File: src/rtl/noc_pkg.sv
// -----------------------------------------------------------------------------
// noc_pkg: shared definitions for the router output stage.
//   - flit_type_e : flit type field encodings (NONE/HEAD/DATA/TAIL)
//   - arb_state_e : output arbiter lock state (IDLE/LOCK0/LOCK1)
//   - PORTW       : width of the output mux one-hot select
// -----------------------------------------------------------------------------
package noc_pkg;

  localparam int PORTW = 5;

  typedef enum logic [1:0] {
    FLIT_NONE = 2'b00,
    FLIT_HEAD = 2'b01,
    FLIT_DATA = 2'b10,
    FLIT_TAIL = 2'b11
  } flit_type_e;

  typedef enum logic [1:0] {
    IDLE  = 2'b00,
    LOCK0 = 2'b01,
    LOCK1 = 2'b10
  } arb_state_e;

endpackage

File: src/rtl/rr_pick2.sv
// -----------------------------------------------------------------------------
// rr_pick2: combinational 2-request round-robin chooser.
//   i_req[1:0] : request per input
//   i_rr       : priority pointer, index that wins when both request
//   o_gnt      : granted input index (meaningful only when o_valid=1)
//   o_valid    : at least one request present
// -----------------------------------------------------------------------------
module rr_pick2 (
  input  logic [1:0] i_req,
  input  logic       i_rr,
  output logic       o_gnt,
  output logic       o_valid
);

  always_comb begin
    o_valid = |i_req;
    // With a single requester it wins outright; the pointer only breaks ties.
    o_gnt   = (&i_req) ? i_rr : i_req[1];
  end

endmodule

File: src/rtl/sw_arb_2.sv
// -----------------------------------------------------------------------------
// sw_arb_2: packet-granular (wormhole) arbiter for a 2:1 output mux.
// A HEAD flit wins the output and holds it until its TAIL transfers; ties
// between simultaneous HEADs are broken by a round-robin pointer. A per-packet
// flit counter catches packets that never send a TAIL.
//
// Ports:
//   clk, rst            : clock, asynchronous active-high reset
//   ivalid_0, itype_0   : input 0 flit valid / type
//   ivalid_1, itype_1   : input 1 flit valid / type
//   oready              : downstream accepts a flit this cycle
//   sel                 : registered one-hot mux select (bit n = input n)
//   iready_0, iready_1  : input n flit consumed this cycle
//   err                 : sticky packet-length overflow / protocol violation
// -----------------------------------------------------------------------------
module sw_arb_2
  import noc_pkg::*;
#(
  parameter int PORTW   = noc_pkg::PORTW,
  parameter int TYPEW   = 2,
  parameter int MAX_LEN = 64,
  parameter int CNTW    = 7
) (
  input  logic             clk,
  input  logic             rst,
  input  logic             ivalid_0,
  input  logic [TYPEW-1:0] itype_0,
  input  logic             ivalid_1,
  input  logic [TYPEW-1:0] itype_1,
  input  logic             oready,
  output logic [PORTW-1:0] sel,
  output logic             iready_0,
  output logic             iready_1,
  output logic             err
);

  localparam logic [TYPEW-1:0] L_NONE = TYPEW'(FLIT_NONE);
  localparam logic [TYPEW-1:0] L_HEAD = TYPEW'(FLIT_HEAD);
  localparam logic [TYPEW-1:0] L_TAIL = TYPEW'(FLIT_TAIL);
  localparam logic [CNTW-1:0]  L_MAX  = CNTW'(MAX_LEN);

  arb_state_e       r_state;
  arb_state_e       w_next_state;
  logic             r_rr;
  logic             w_rr_next;
  logic [CNTW-1:0]  r_cnt;
  logic [CNTW-1:0]  w_cnt_next;
  logic [CNTW-1:0]  w_cnt_inc;
  logic             r_err;
  logic             w_err_next;
  logic [PORTW-1:0] r_sel;
  logic [PORTW-1:0] w_sel_next;

  logic [1:0]       w_req;
  logic             w_pick;
  logic             w_pick_valid;
  logic             w_own_idx;
  logic             w_other;
  logic             w_own_xfer;
  logic [TYPEW-1:0] w_own_type;

  assign w_req[0] = ivalid_0 & (itype_0 == L_HEAD);
  assign w_req[1] = ivalid_1 & (itype_1 == L_HEAD);

  rr_pick2 u_pick (
    .i_req   (w_req),
    .i_rr    (r_rr),
    .o_gnt   (w_pick),
    .o_valid (w_pick_valid)
  );

  // Ready is a pure function of the lock state and downstream ready, so a
  // losing input stalls without any extra pipeline stage.
  assign iready_0 = (r_state == LOCK0) & oready;
  assign iready_1 = (r_state == LOCK1) & oready;

  assign w_own_idx  = (r_state == LOCK1);
  assign w_other    = ~w_own_idx;
  assign w_own_type = w_own_idx ? itype_1 : itype_0;
  assign w_own_xfer = (iready_0 & ivalid_0) | (iready_1 & ivalid_1);
  assign w_cnt_inc  = r_cnt + 1'b1;

  // NOTE: every signal driven here gets a default first, so no path leaves it
  // unassigned and no latch is inferred.
  always_comb begin
    w_next_state = r_state;
    w_rr_next    = r_rr;
    w_cnt_next   = r_cnt;
    w_err_next   = r_err;

    unique case (r_state)
      IDLE: begin
        // Grant also waits on oready: a stalled output freezes the arbiter.
        if (oready && w_pick_valid) begin
          w_next_state = w_pick ? LOCK1 : LOCK0;
          w_cnt_next   = '0;
        end
      end

      LOCK0, LOCK1: begin
        if (w_own_xfer) begin
          w_cnt_next = w_cnt_inc;
          if (w_own_type == L_TAIL) begin
            w_rr_next = w_other;
            // Hand over straight to a waiting HEAD so back-to-back packets
            // see no idle bubble.
            if (w_req[w_other]) begin
              w_next_state = w_other ? LOCK1 : LOCK0;
              w_cnt_next   = '0;
            end else begin
              w_next_state = IDLE;
            end
          end else begin
            // The packet's own HEAD transfers with the counter at zero; any
            // later HEAD, or a NONE flit, is a protocol violation. The flit
            // is still counted and the lock is kept.
            if ((w_own_type == L_NONE) ||
                ((w_own_type == L_HEAD) && (r_cnt != '0))) begin
              w_err_next = 1'b1;
            end
            if (w_cnt_inc == L_MAX) begin
              w_err_next   = 1'b1;
              w_next_state = IDLE;
              w_rr_next    = w_other;
            end
          end
        end
      end

      default: w_next_state = IDLE;
    endcase
  end

  always_comb begin
    w_sel_next = '0;
    case (w_next_state)
      LOCK0:   w_sel_next[0] = 1'b1;
      LOCK1:   w_sel_next[1] = 1'b1;
      default: w_sel_next = '0;
    endcase
  end

  // NOTE: sequential state uses non-blocking assignments so every register
  // samples the pre-edge values of the others, independent of process order.
  always_ff @(posedge clk or posedge rst) begin
    if (rst) begin
      r_state <= IDLE;
      r_rr    <= 1'b0;
      r_cnt   <= '0;
      r_err   <= 1'b0;
      r_sel   <= '0;
    end else begin
      r_state <= w_next_state;
      r_rr    <= w_rr_next;
      r_cnt   <= w_cnt_next;
      r_err   <= w_err_next;
      r_sel   <= w_sel_next;
    end
  end

  assign sel = r_sel;
  assign err = r_err;

endmodule

File: config.mk
export PLATFORM = sky130hd
export DESIGN_NAME = sw_arb_2
export DESIGN_NICKNAME = d
export VERILOG_FILES = /design/src/rtl/noc_pkg.sv /design/src/rtl/rr_pick2.sv /design/src/rtl/sw_arb_2.sv
export SDC_FILE = /design/constraint.sdc
export NUM_CORES = 1
export LEC_CHECK = 0
export ABC_AREA = 0
export CORE_ASPECT_RATIO = 1.25
export CORE_UTILIZATION = 35
export CTS_CLUSTER_SIZE = 20
export DETAILED_ROUTE_END_ITERATION = 6
export PLACE_DENSITY = 0.61
export RECOVER_POWER = 50
export SYNTH_ARGS = -nofsm -noshare
export SYNTH_HDL_FRONTEND = slang
export SYNTH_SLANG_ARGS = --single-unit
File: constraint.sdc
create_clock -name clk -period 4.5 [get_ports clk]
set_input_delay 0.9 -clock clk [delete_from_list [all_inputs] [get_ports clk]]
set_output_delay 0.9 -clock clk [all_outputs]
set_load 0.01 [all_outputs]
==> metrics.yaml <==
global_route:
  grt_start_max_net_pins: 14
  grtUsageTotal_pct: 15.3
  grt_pass1_wl_um: 3440
  antenna_found_initial: 0
  grt_pass1_vias: 797
  grt_remaining_overflow: 0
logic_synthesis:
  synthArstFlopShare_pct: 100
  syn-instance-count: 114
  yosysTopAreaCell: "dfrtp_1"
  ys_seq_elements: 13
  synth_edf_count: 0
  synth.area.top_cells: "dfrtp_1, ha_1, nand3_1, o21ai_0, a211oi_1"
  avgSynthCellArea_sq_um: 8.82
  yosysWarnings: 0
  syn_area_sq_mm: 0.00101
  synth_cell_types: 43
  synth_top_area_share_pct: 32.3
  synth_ff_type: "dfrtp_1"
  ys_seq_area_share_pct: 32.3
floorplan:
  core_region_area_sq_mm: 0.00271
  dieArea_sq_mm: 0.00309
  die_h_um: 61.9
  io_pins: 17
  die_x_um: 50.0
  row_count: 21
  start_util_pct: 37.2
worst_setup_path:
  reg2reg_from: "r_state[0]"
  reg2reg_depth: 7
  crit_required_ns: 3.60
  worstPathArrival_ns: 2.37
  crit_path_end: "iready_1"
  startpoint: "oready"
  end_kind: "primary output"
  crit_fanout: 10
  reg2reg_to: "r_cnt[5]"
  path_class: "in2out"
  critPathLaunchType: "input pin"
  r2r_slack_ns: 2.31
detailed_routing:
  dr.pass1.iters: 4
  ant_nets: 0
  drc: 0
  wl_met1_um: 912
  viasPerCell: 5.48
  wl_um: 2120
  wl_met3_um: 74
  highest_layer: "met4"
  vias: 893
  wl_per_cell_um: 13.0
  drtIter0Drc: 37
  detailroute.wirelength.met2_um: 1100
clock_network:
  root_buffer: "clkbuf_4"
  clk_pin_slew_worst_paths_ns: 0.08
  post_cts_buffers: 0
  clock_latency_ns: 0.28
  numCtsBuffers: 3
  cts_resized: 0
  clockBufferDepth: 2
  htree_levels: 1
  cts_sinks: 13
  cts_hold_buffers: 0
  cts_tree: "done"
sta:
  finalHoldViolCount: 0
  fin_tns_setup_ns: 0
  fin_ws_ns: 1.23
  max_slew.worst_pin.slew_ns: 0.530
  period_needed_ns: 3.27
  rsz0062_at_grt: "no"
  worst_slew_margin_rel_pct: 64.7
  finalClockSkew_ns: 0.00244
  fmaxAchievable_ghz: 0.306
  holdWs_ns: 0.466
  drv_slew: 0
  fin_crit_sh_pct: 72.7
  finalSetupViolations: 0
power:
  ir_drop_v: 0.000340
  p_seq_share_pct: 32.7
  p_switching_uw: 211
  p_comb_share_pct: 51.9
  power.leakage_uw: 0.000503
  powerDensity_mw_per_mm2: 417
  power_frac_clock_pct: 15.4
  p_int_uw: 283
  swShare_pct: 42.6
min_path:
  hp-class: "reg2reg"
outcome:
  status: "finished clean"
place:
  post-place-ws_ns: 1.32
  port_buffers: 13
  gp_congestion: 0.846
  dp_hpwl_um: 1670
final_layout:
  n_antenna_cell: 0
  final_common_cell: "dfrtp_1"
  layout-drive-gt1-share_pct: 13.2
  area.growth.synth_to_final_pct: 17.8
  nets: 145
  final_cell_mix: "dfrtp_1, nand2_1, clkdlybuf4s50_1, inv_1"
flow_run:
  cap_viol_max_count: 0
metal layers:
metal | global-route usage [%] | vias up
met4 | 6.12 | 0
li1 | - | 448
met1 | 16.2 | 425
met5 | 0 | -
met3 | 3.41 | 4
met2 | 29.5 | 16
Yosys cell counts (2+ instances only):
library cell  instances
a211oi_1              5
a21oi_1               6
a22o_2                2
and2_1                3
and3_2                2
buf_4                 3
dfrtp_1              13
ha_1                  6
inv_1                 9
nand2_1              10
nand3_1               8
nor2_1                4
nor3_1                4
o21ai_0               8
o21ai_1               2
or4_1                 2
registers in the layout, indices dropped and copies added (netlist names):
signal   cells
err          1
r_cnt        7
r_rr         1
r_state      2
sel          2
power groups by stage:
stage / registers [uW] / logic, uW / clock network, uW
2_1_floorplan: 162 / 189 / 0
3_3_place_gp: 163 / 253 / 0
3_5_place_dp: 164 / 257 / 0
4_1_cts: 161 / 258 / 77.1
5_1_grt: 165 / 288 / 80.6
6_report: 161 / 256 / 76.3
logic make-up (layout without fill, tap and decap cells):
family / after synthesis / after routing / synth area share, %
adders and majority gates: 6 / 6 / 7.46
AOI/OAI and AO/OA: 34 / 34 / 24.9
other: 1 / 3 / 0.373
DFF: 13 / 13 / 32.3
buffers and inverters: 13 / 26 / 6.09
muxes: 1 / 1 / 0.995
and+or+nand+nor: 46 / 46 / 27.9
worst max-delay path, stage by stage:
cell and delay, ns:
dlygate4sd3_1 0.74, and2_2 0.20, clkdlybuf4s50_1 0.53
worst min-delay path by stage:
stage / startpoint / endpoint / slack (ns) / cells past startpoint
2_1_floorplan: err / err / 0.50 / 2
3_3_place_gp: err / err / 0.45 / 2
3_5_place_dp: err / err / 0.45 / 2
4_1_cts: err / err / 0.47 / 2
5_1_grt: err / err / 0.50 / 2
6_report: err / err / 0.47 / 2
cell type report:
class / count / area, sq um
Inverter: 9 / 33.8
Multi-Input combinational cell: 90 / 627
Fill cell: 269 / 1520
Timing Repair Buffer: 13 / 130
Clock buffer: 4 / 26.3
Sequential cell: 13 / 325
Tap cell: 34 / 42.5
metrics by stage:
stage	std cells	instance area [sq um]	util (%)	power, uW
2_1_floorplan	116	1010	-	351
3_3_place_gp	159	1160	42.8	416
3_5_place_dp	159	1160	42.8	421
4_1_cts	163	1180	43.8	496
5_1_grt	163	1180	43.8	534
6_report	163	1180	43.8	494
Note: power is estimated with default switching activity, not from simulation.
